--- src/rtl/mipi_delay_cal.sv ---
// mipi_delay_cal: sweeps the deserializer delay tap and loads the centre of the widest passing eye
module mipi_delay_cal #(
    parameter int SETTLE      = 16,
    parameter int MIN_HITS    = 4,
    parameter int DEFAULT_TAP = 0
) (
    input  logic        clk,
    input  logic        resetb,
    input  logic        start,
    input  logic [15:0] win_len,
    input  logic        sync_hit,
    input  logic        lp_err,
    output logic        del_ld,
    output logic [4:0]  del_val_dat,
    output logic        busy,
    output logic        done,
    output logic        fail,
    output logic [4:0]  best_start,
    output logic [5:0]  best_len
);
    typedef enum logic [2:0] {S_IDLE, S_LOAD, S_SETTLE, S_MEAS, S_EVAL, S_FINAL, S_DONE} state_t;
    state_t      r_state;
    logic [4:0]  r_tap;
    logic [4:0]  r_run_start;
    logic [5:0]  r_run_len;
    logic [15:0] r_win;
    logic [15:0] r_mcnt;
    logic [7:0]  r_scnt;
    logic [7:0]  r_hits;
    logic        r_err;
    logic        w_pass;
    logic        w_better;
    logic [5:0]  w_run_len;
    logic [5:0]  w_best_len;
    logic [4:0]  w_run_start;
    logic [4:0]  w_best_start;
    logic [4:0]  w_half;
    logic [4:0]  w_final;

    // verdict on the tap just measured, folded into the current run and the best run so far
    always_comb begin
        w_pass       = (r_hits >= 8'(MIN_HITS)) && !r_err;
        w_run_start  = (r_run_len == 6'd0) ? r_tap : r_run_start;
        w_run_len    = w_pass ? r_run_len + 6'd1 : 6'd0;
        w_better     = w_run_len > best_len;
        w_best_len   = w_better ? w_run_len : best_len;
        w_best_start = w_better ? w_run_start : best_start;
        w_half       = 5'((w_best_len - 6'd1) >> 1);
        w_final      = (w_best_len == 6'd0) ? 5'(DEFAULT_TAP) : w_best_start + w_half;
    end

    // sweep sequencer with registered delay-load strobe, tap value and status outputs
    always_ff @(posedge clk) begin
        if (!resetb) begin
            r_state     <= S_IDLE;
            del_ld      <= 1'b0;
            del_val_dat <= 5'(DEFAULT_TAP);
            busy        <= 1'b0;
            done        <= 1'b0;
            fail        <= 1'b0;
            best_start  <= 5'd0;
            best_len    <= 6'd0;
            r_tap       <= 5'd0;
            r_run_start <= 5'd0;
            r_run_len   <= 6'd0;
            r_win       <= 16'd1;
            r_mcnt      <= 16'd0;
            r_scnt      <= 8'd0;
            r_hits      <= 8'd0;
            r_err       <= 1'b0;
        end else begin
            del_ld <= 1'b0;
            done   <= 1'b0;
            case (r_state)
                S_IDLE: if (start) begin
                    r_state     <= S_LOAD;
                    r_tap       <= 5'd0;
                    del_ld      <= 1'b1;
                    del_val_dat <= 5'd0;
                    busy        <= 1'b1;
                    r_win       <= (win_len == 16'd0) ? 16'd1 : win_len;
                    fail        <= 1'b0;
                    best_start  <= 5'd0;
                    best_len    <= 6'd0;
                    r_run_start <= 5'd0;
                    r_run_len   <= 6'd0;
                end
                S_LOAD: begin
                    r_scnt  <= 8'd0;
                    r_state <= S_SETTLE;
                end
                S_SETTLE: begin
                    r_scnt <= r_scnt + 8'd1;
                    if (r_scnt == 8'(SETTLE - 1)) begin
                        r_state <= S_MEAS;
                        r_hits  <= 8'd0;
                        r_err   <= 1'b0;
                        r_mcnt  <= 16'd0;
                    end
                end
                S_MEAS: begin
                    if (sync_hit && r_hits != 8'hFF) r_hits <= r_hits + 8'd1;
                    if (lp_err) r_err <= 1'b1;
                    r_mcnt <= r_mcnt + 16'd1;
                    if (r_mcnt == r_win - 16'd1) r_state <= S_EVAL;
                end
                S_EVAL: begin
                    r_run_start <= w_run_start;
                    r_run_len   <= w_run_len;
                    best_start  <= w_best_start;
                    best_len    <= w_best_len;
                    del_ld      <= 1'b1;
                    if (r_tap == 5'd31) begin
                        r_state     <= S_FINAL;
                        del_val_dat <= w_final;
                        fail        <= (w_best_len == 6'd0);
                    end else begin
                        r_tap       <= r_tap + 5'd1;
                        del_val_dat <= r_tap + 5'd1;
                        r_state     <= S_LOAD;
                    end
                end
                S_FINAL: begin
                    busy    <= 1'b0;
                    done    <= 1'b1;
                    r_state <= S_DONE;
                end
                S_DONE:  r_state <= S_IDLE;
                default: r_state <= S_IDLE;
            endcase
        end
    end
endmodule

--- config.mk ---
export PLATFORM = sky130hd
export DESIGN_NAME = mipi_delay_cal
export DESIGN_NICKNAME = d
export VERILOG_FILES = /design/src/rtl/mipi_delay_cal.sv
export SDC_FILE = /design/constraint.sdc
export NUM_CORES = 1
export LEC_CHECK = 0
export CAP_MARGIN = 30
export CORE_MARGIN = 2
export CORE_UTILIZATION = 64
export CTS_BUF_LIST = sky130_fd_sc_hd__clkbuf_8 sky130_fd_sc_hd__clkbuf_16
export CTS_CLUSTER_SIZE = 16
export DETAILED_ROUTE_END_ITERATION = 6
export PLACE_DENSITY = 0.84
export SYNTH_ARGS = -nofsm -noshare
export SYNTH_HDL_FRONTEND = slang
export SYNTH_SLANG_ARGS = --single-unit
--- constraint.sdc ---
create_clock -name clk -period 11 [get_ports clk]
set_clock_uncertainty 0.05 [all_clocks]
set_input_delay 1.1 -clock clk [delete_from_list [all_inputs] [get_ports clk]]
set_output_delay 1.1 -clock clk [all_outputs]
set_load 0.01 [all_outputs]
* Word-level counts from Yosys, hierarchy flattened *
Index checks and enable logic that the tools add are counted.

storage, ports and cells
  register bits after elaboration = 88
  logic and storage cells = 100
  output and inout bits = 20
  input port bits = 21

operators by class
  reduce and logical (&&, ||, !) cells = 20
  magnitude comparators = 2
  mux-type cells = 38
  $add $sub $neg = 8
  equality and inequality tests = 16

operators by type and width
  operator                                                                              count
  5-bit one-hot mux with 2 select lines                                                 4
  16-bit 2-to-1 mux                                                                     2
  16-bit one-hot mux with 2 select lines                                                1
  8-bit one-hot mux with 2 select lines                                                 2
  5-bit 2-to-1 mux                                                                      6
  6-bit one-hot mux with 2 select lines                                                 2
  6-bit 2-to-1 mux                                                                      3
  3-bit one-hot mux with 6 select lines                                                 1
  16-bit by 1-bit adder with 16-bit output (second input constant)                      1
  8-bit by 1-bit adder with 8-bit output (second input constant)                        2
  16-bit == test                                                                        1
  16-bit logical NOT                                                                    1
  8-bit 2-to-1 mux                                                                      2
  16-bit by 1-bit subtractor with 16-bit output (second input constant)                 1
  3-bit AND reduction                                                                   5
  2-bit inequality test (second input constant)                                         7
  6-bit logical NOT                                                                     2
  3-bit 2-to-1 mux                                                                      4
  8-bit by 4-bit == test with 1-bit output (second input constant)                      1
  8-bit by 3-bit greater-or-equal comparator with 1-bit output (second input constant)  1
  8-bit inequality test (second input constant)                                         1
  1-bit one-hot mux with 2 select lines                                                 4
  2-bit AND reduction                                                                   4
  2-bit nonzero test                                                                    4
  13 further kinds                                                                      22

* Logic depth before layout (Yosys ltp) *
Gate-level depths: netlist (run 1).

  depth in word-level cells = 10
  depth in mapped cells = 21

* Least setup slack after synthesis (run 1) *
Ideal clock, no wire load.

  path type = reg-to-reg
  from = register r_hits[2]
  to = register del_val_dat[4]
  setup slack = 6.277 ns
  required time = 10.863 ns
  cell stages (with the launch flop) = 20
  period minus slack after synthesis = 4.723 ns
  arrival time = 4.586 ns
  cells stage by stage = dfxtp_1 -> nor4_2 -> a21o_2 -> clkbuf_1 -> nor2_1 -> ha_1 -> nand3_1 -> o21bai_1 -> o31a_1 -> a21oi_2 -> mux2_2 -> ha_1 -> fa_1 -> a21o_1 -> a21oi_1 -> nor2_1 -> o21ai_0 -> nand3_1 -> o41a_1 -> o31ai_1

between the ends
  word-level cells in the longest chain between the ends = 10

ends and longest elaborated chain
  what                                                            RTL line  text
  start: declaration                                              29        logic [7:0] r_hits;
  start signal: assignment                                        102       if (sync_hit && r_hits != 8'hFF) r_hits <= r_hits + 8'd1;
  8-bit by 3-bit greater-or-equal comparator with 1-bit output *  42        w_pass = (r_hits >= 8'(MIN_HITS)) && !r_err;
  1-bit logical AND *                                             42
  6-bit 2-to-1 mux *                                              44        w_run_len = w_pass ? r_run_len + 6'd1 : 6'd0;
  6-bit greater-than comparator                                   45        w_better = w_run_len > best_len;
  6-bit 2-to-1 mux                                                46        w_best_len = w_better ? w_run_len : best_len;
  6-bit by 1-bit subtractor with 6-bit output                     48        w_half = 5'((w_best_len - 6'd1) >> 1);
  5-bit adder                                                     49        w_final = (w_best_len == 6'd0) ? 5'(DEFAULT_TAP) : w_best_start + w_half;
  5-bit 2-to-1 mux *                                              49
  5-bit 2-to-1 mux *                                              113       if (r_tap == 5'd31) begin
  5-bit one-hot mux with 2 select lines *                         74        case (r_state)
  end signal: assignment                                          57        del_val_dat <= 5'(DEFAULT_TAP);
  end signal: assignment                                          115       del_val_dat <= w_final;
  end signal: assignment                                          119       del_val_dat <= r_tap + 5'd1;
  end: declaration                                                14        output logic [4:0] del_val_dat,

Every way passes the cells marked *; elsewhere a longest branch is shown, timed or not.
A chain may end at the register's enable or synchronous reset.

* Worst setup path in the final report (run 1) *
Same ends and word-level chain as after synthesis.

==> results of run 1 <==
[worst max-delay path, delay by kind of cell (launching register included)]
| family | cells | cell delay [ns] |
|---|---|---|
| muxes | 1 | 0.43 |
| AOI/OAI and AO/OA | 9 | 2.51 |
| adders and majority gates | 3 | 1.05 |
| and+or+nand+nor | 5 | 0.91 |
| DFF | 1 | 0.38 |
[metrics by stage]
step | instance area (µm²) | setup WS (ns) | power [µW] | util (%) | instances
final | 5950 | 5.58 | 643 | 72.8 | 806
after global routing | 5950 | 5.26 | 668 | 72.8 | 806
after CTS | 5950 | 5.68 | 645 | 72.8 | 806
after detailed placement | 5740 | 5.72 | 414 | 70.3 | 790
after global placement | 5720 | 5.95 | 409 | 69.9 | 788
after floorplan | 5350 | 6.28 | 391 | - | 680
[power groups by stage]
stage | combinational [µW] | sequential, µW | clock (µW)
final | 72.4 | 336 | 235
after detailed placement | 71.8 | 343 | 0
after floorplan | 54.1 | 337 | 0
after CTS | 72.1 | 335 | 238
after global placement | 67.4 | 342 | 0
after global routing | 80.2 | 337 | 251
[area by class of cell]
type,instances,area [µm²]
sequential,88,1760
clock inverter,6,68.8
multi-input combinational,533,3340
timing repair buffer,44,437
tap,105,131
fill,642,2220
inverter,20,75.1
clock buffer,10,138
[placed cells by master, fill, tap and decap left out, drive strengths merged, types with 4 or more instances in the layout]
master / synthesis / routed
ha: 18 / 18
a21boi: 26 / 26
inv: 20 / 22
nand3: 34 / 34
buf: 7 / 5
nor4: 12 / 12
a21oi: 33 / 33
or3: 4 / 4
dfxtp: 88 / 88
nand2: 78 / 78
mux2i: 8 / 8
clkdlybuf4s50: 0 / 39
a31oi: 13 / 13
mux2: 9 / 9
nand2b: 6 / 6
xnor2: 15 / 15
nor2: 60 / 60
and3: 9 / 9
or4: 4 / 4
a22oi: 18 / 18
nor3: 12 / 12
and2: 17 / 17
o21ai: 46 / 46
xor2: 21 / 21
nand4: 11 / 11
nor2b: 27 / 27
clkbuf: 32 / 10
o21a: 4 / 4
a211oi: 5 / 5
[registers in the layout (all words and copies together) (netlist names), 6 cells and up]
register and flops:
r_hits 8, r_win 16, r_mcnt 16, r_run_len 6, r_scnt 8, best_len 6
[metal layers]
metal	part of all wire (%)	vias up
met2	50	161
met3	4.5	31
li1	-	2456
met1	43	2381
met4	2.5	0
met5	0	-
[cells by family after synthesis]
| family | count (synthesis) | share of synthesized area (%) |
|---|---|---|
| simple gates | 287 | 27.5 |
| compound gates | 174 | 21.1 |
| flops | 88 | 32.9 |
| buf+inv | 59 | 4.61 |
| xor+xnor | 36 | 5.90 |
| fa+ha+maj | 19 | 4.59 |
| mux | 17 | 3.39 |
[path summary, 6_finish.rpt]
kind	startpoint	slack [ns]	to
setup / recovery	r_hits[2]$_SDFFE_PN0P_	5.58	del_val_dat[4]$_SDFFE_PN0P_
hold / removal	r_scnt[3]$_SDFFE_PN0P_	0.43	r_scnt[3]$_SDFFE_PN0P_
setup reg to reg	r_hits[2]$_SDFFE_PN0P_	5.58	del_val_dat[4]$_SDFFE_PN0P_
hold reg to reg	r_scnt[3]$_SDFFE_PN0P_	0.43	r_scnt[3]$_SDFFE_PN0P_
==> metrics.yaml, run 1 <==
run_status:
  status: "finished, final reports clean"
worst_setup_path:
  worstSetupEndpointType: "register"
  worst-endpoint-required_ns: 11.22
  critical-path-slowest-cell: "a21oi_2"
  crit_chain: "nor4_2, a21o_2, nor2_1, ha_1, nand3_1, o21bai_1, o31a_1, a21oi_2, mux2_2, ha_1, fa_1, a21o_1, a21oi_1, nor2_1, o21ai_0, nand3_1, o41a_1, o31ai_1"
  critical_path_class: "register to register"
  worst_setup_path_start_kind: "register"
  reg2reg_depth: 18
  cp_max_fo: 15
  slowest_delay_ns: 0.58
  worst_ep_arrival_time_ns: 5.65
finish:
  drive_above_1_share_pct: 5.99
  layout.nets: 736
  syn_to_final_growth_pct: 11.3
  n_antenna_cell: 0
timing:
  fin_setup_tns_ns: 0
  finalCritPeriodShare_pct: 49.3
  finalSetupViolCount: 0
  slew_violations: 0
  max_freq_mhz: 184
  finalCriticalPeriod_ns: 5.42
  finalHoldViolCount: 0
  tightest_slew_ns: 0.819
  whs_ns: 0.430
  rsz0062_at_grt: "no"
  slew_headroom_pct: 45.2
global_routing:
  grt_pass1_vias: 4731
  grt_overflow: 0
  grtUsageMet3_pct: 3.56
  grt-busiest-layer: "met2"
  grt_pass1_wl_um: 21600
  grt.met1_usage_pct: 35.7
  antenna_found_initial: 0
  grtUsageMet2_pct: 53.3
  grt_use_total_pct: 29.6
  grt_max_degree: 85
clocking:
  clock_sinks: 88
  cts_hold_buffers: 0
  cts_setup_buffers: 0
  cts_resized: 0
  clk_latency_ns: 0.36
  cts_max_level: 3
  clk_pin_slew_ns: 0.09
  cts_tree: "done"
  root_buffer: "clkbuf_8"
  cts_buffers: 9
  cts_buffer_depth: 2
floorplan:
  die_y_um: 95.4
  die_w_um: 95.4
  design.portCount: 41
  die_area_um2: 9100
  fp.coreArea_um2: 8180
  rows: 33
  start_util_pct: 65.4
logic_synthesis:
  synth_edf_count: 0
  ys_seq_area_share_pct: 32.9
  synth_top_cell_by_area: "dfxtp_1"
  synthesis.nets: 720
  yosys_register_bits: 88
  async_reset_ff_share_pct: 0
  yosys-top-cells-area: "dfxtp_1 33%, nand2_1 5.5%, ha_1 4.2%"
  synth-main-ff-cell: "dfxtp_1"
  syn_area_um2: 5350
  synth_most_common_cell: "dfxtp_1"
  yosysWarnings: 0
  synth_common_cells: "88 x dfxtp_1, 78 x nand2_1, 60 x nor2_1"
  synth_top_cell_area_share_pct: 32.9
  syn_inst: 680
  synth.avg_cell_area_um2: 7.86
  yosysUniqueCellTypes: 66
drt:
  wirelength_um: 13100
  drc: 0
  avgRoutedWirePerCell_um: 16.2
  initialDrtViolationCount: 238
  num_vias: 5029
  routed_via_density: 6.24
  first_pass_iters: 5
  ant_nets: 0
power_and_ir_drop:
  p_int_uw: 469
  power.switching_uw: 174
  seqPwrFrac_pct: 52.2
  pwr-share-clk_pct: 36.6
  switching_share_pct: 27.0
  p_per_area_nw_per_um2: 108
  ir_drop_mv: 0.0737
  p_leak_uw: 0.00210
  p_comb_share_pct: 11.2
placement:
  dp_hpwl_um: 9310
  numPortBuffers: 40
  gp_congestion: 0.892
min_path:
  hold_path_depth: 1
  hp-class: "register to register"
job:
  cap_violations: 0
Note: power is estimated with default switching activity, not from simulation.
==> inputs of run 2 (changes only) <==
Settings changed: CORE_UTILIZATION 64 to 53, PLACE_DENSITY 0.84 to 0.74.
Clock period 11 ns to 4.8 ns, I/O delays scaled along.
==> metrics.yaml, run 2 (synthesis results as in run 1) <==
finish:
  fin_cells: 846  # +5.0%
  largestRegisters: "r_mcnt: 16 flops, r_win: 16 flops"
  final_cell_mix: "87 x dfxtp_1, 78 x nand2_1, 60 x nor2_1"
  multi_input_area_um2: 3390  # +1.4%
  final_common_cell: "dfxtp_1"
  syn_to_final_growth_pct: 14.8
  n_antenna_cell: 0  # unchanged
  layout.nets: 748  # +1.6%
  drive_above_1_share_pct: 8.56  # +2.6 points
  regArea_um2: 1760  # about the same
  n_fill_cell: 877  # +37%
timing:
  slew_headroom_pct: 45.5  # +0.34 points
  whs_ns: 0.431  # +0.00112 ns
  tightest_slew_ns: 0.817  # -0.00203 ns
  final.setup.worst_slack_ns: 0.228  # -5.35 ns
  finalCriticalPeriod_ns: 4.57  # -0.850 ns
  finalCritPeriodShare_pct: 95.2  # +46 points
  slew_violations: 0  # unchanged
  max_freq_mhz: 219  # +19%
  finalSetupViolCount: 0  # unchanged
  finalHoldViolCount: 0  # unchanged
worst_setup_path:
  slowest_delay_ns: 0.46  # -0.12 ns
  worstSetupEndpointType: "register"
  reg2reg_depth: 18  # unchanged
  worst_ep_arrival_time_ns: 4.81  # -0.84 ns
  critical_path_cell_count: 18  # unchanged
  cp_max_fo: 14  # -1
  critical_path_class: "register to register"
  critical_path_buf_inv_count: 1  # +1
  crit_chain: "nor4_4, a21o_2, nor2_1, ha_2, nand3_1, o21bai_1, o31a_1, a21oi_4, buf_12, mux2_2, fa_1, a21o_1, a21oi_2, nor2_1, o21ai_0, nand3_1, o41a_1, o31ai_1"
  critPathTopFamily: "compound AO/OA/AOI/OAI gates"
  critical-path-slowest-cell: "fa_1"
  worst_setup_path_start_kind: "register"
  worst-endpoint-required_ns: 5.04  # -6.18 ns
drt:
  routed_via_density: 5.90  # -5.4%
  ant_nets: 0  # unchanged
  avgRoutedWirePerCell_um: 15.5  # -4.7%
  first_pass_iters: 5  # unchanged
  drc: 0  # unchanged
  wirelength_um: 13100  # about the same
  num_vias: 4993  # -0.72%
  initialDrtViolationCount: 180  # -24%
placement:
  gp_congestion: 0.946  # +6.1%
  numPortBuffers: 40  # unchanged
  dp_hpwl_um: 9420  # +1.2%
  pre_cts_ws_ns: 0.0340  # -5.68 ns
  place_inst: 824  # +4.3%
floorplan:
  rows: 36  # +9.1%
  die_w_um: 104  # +9.5%
  fp.coreArea_um2: 9770  # +20%
  start_util_pct: 54.7  # -11 points
  die_y_um: 104  # +9.5%
  design.portCount: 41  # unchanged
  die_area_um2: 10900  # +20%
job:
  cap_violations: 0  # unchanged
global_routing:
  grt_pass1_vias: 4672  # -1.2%
  grt_pass1_wl_um: 21900  # +1.5%
  grt_overflow: 0  # unchanged
  antenna_found_initial: 0  # unchanged
  grt_max_degree: 53  # -38%
  grt_use_total_pct: 24.2  # -5.4 points
run_status:
  status: "finished, final reports clean"
clocking:
  root_buffer: "clkbuf_8"
  cts_tree: "done"
  clk_latency_ns: 0.38  # +0.02 ns
  cts_hold_buffers: 0  # unchanged
  cts_buffer_depth: 2  # unchanged
  clk_pin_slew_ns: 0.09  # about the same
  cts_buffers: 9  # unchanged
  cts_max_level: 3  # unchanged
  clock_sinks: 88  # unchanged
power_and_ir_drop:
  ir_drop_mv: 0.153  # +110%
  p_leak_uw: 0.00218  # +3.8%
  p_per_area_nw_per_um2: 246  # +130%
min_path:
  hold_path_depth: 2  # +1
  hp-class: "register to register"
-- run 2: report_power, final --
part / switching (µW) / leakage [µW] / total (µW) / internal (µW)
Sequential: 24.4 / 0.000713 / 768 / 744
Combinational: 91.9 / 0.00135 / 164 / 72.3
Clock: 285 / 0.000113 / 579 / 294
Total: 401 / 0.00218 / 1510 / 1110
-- run 2: routing by layer --
layer,global-route usage [%],share of wire [%],up-vias
li1,-,-,2475
met5,0,0,-
met2,42.5,51,99
met4,11.7,2.8,0
met1,28.9,43,2388
met3,3.26,3.0,31
-- run 2: area by class of cell --
class / count / share of cell area [%]
clock inverters: 7 / 1.57
inverters: 20 / 1.22
repair buffers: 56 / 8.60
clock buffers: 9 / 2.02
well taps: 133 / 2.71
flip-flops and latches: 88 / 28.7
multi-input cells: 533 / 55.2
-- run 2: path summary, 6_finish.rpt --
kind | slack, ns | endpoint | from
worst max-delay path | 0.23 | del_val_dat[4]$_SDFFE_PN0P_ | r_hits[5]$_SDFFE_PN0P_
worst min-delay path | 0.43 | del_val_dat[1]$_SDFFE_PN0P_ | del_val_dat[1]$_SDFFE_PN0P_
worst max register to register | 0.23 | del_val_dat[4]$_SDFFE_PN0P_ | r_hits[5]$_SDFFE_PN0P_
worst min register to register | 0.43 | del_val_dat[1]$_SDFFE_PN0P_ | del_val_dat[1]$_SDFFE_PN0P_
-- run 2: repair_timing --
action,4_1_cts,5_1_grt
buffers inserted,0,6
setup endpoints to repair,1,1
pin swaps,0,6
resized for setup,1,8
-- run 2: stage by stage --
step                util [%]  setup TNS [ns]  instance area [µm²]  total power, µW
floorplan                  -               0                 5350              896
global placement        59.6               0                 5830              943
detailed placement      59.6               0                 5830              948
CTS                     61.9               0                 6050             1520
global route            62.8         -0.0172                 6140             1560
finish                  62.8               0                 6140             1510
-- run 2: worst min-delay path, cell delays in order, from the launching register on --
cell and delay, ns:
dfxtp_1 0.32, nand2_1 0.05, a31oi_1 0.07
==> inputs of run 3 (changes only) <==
Settings changed: SKIP_CTS_REPAIR_TIMING set to 1.
==> results of run 3 <==
Final layout, timing and power as in run 2 (identical DEF).
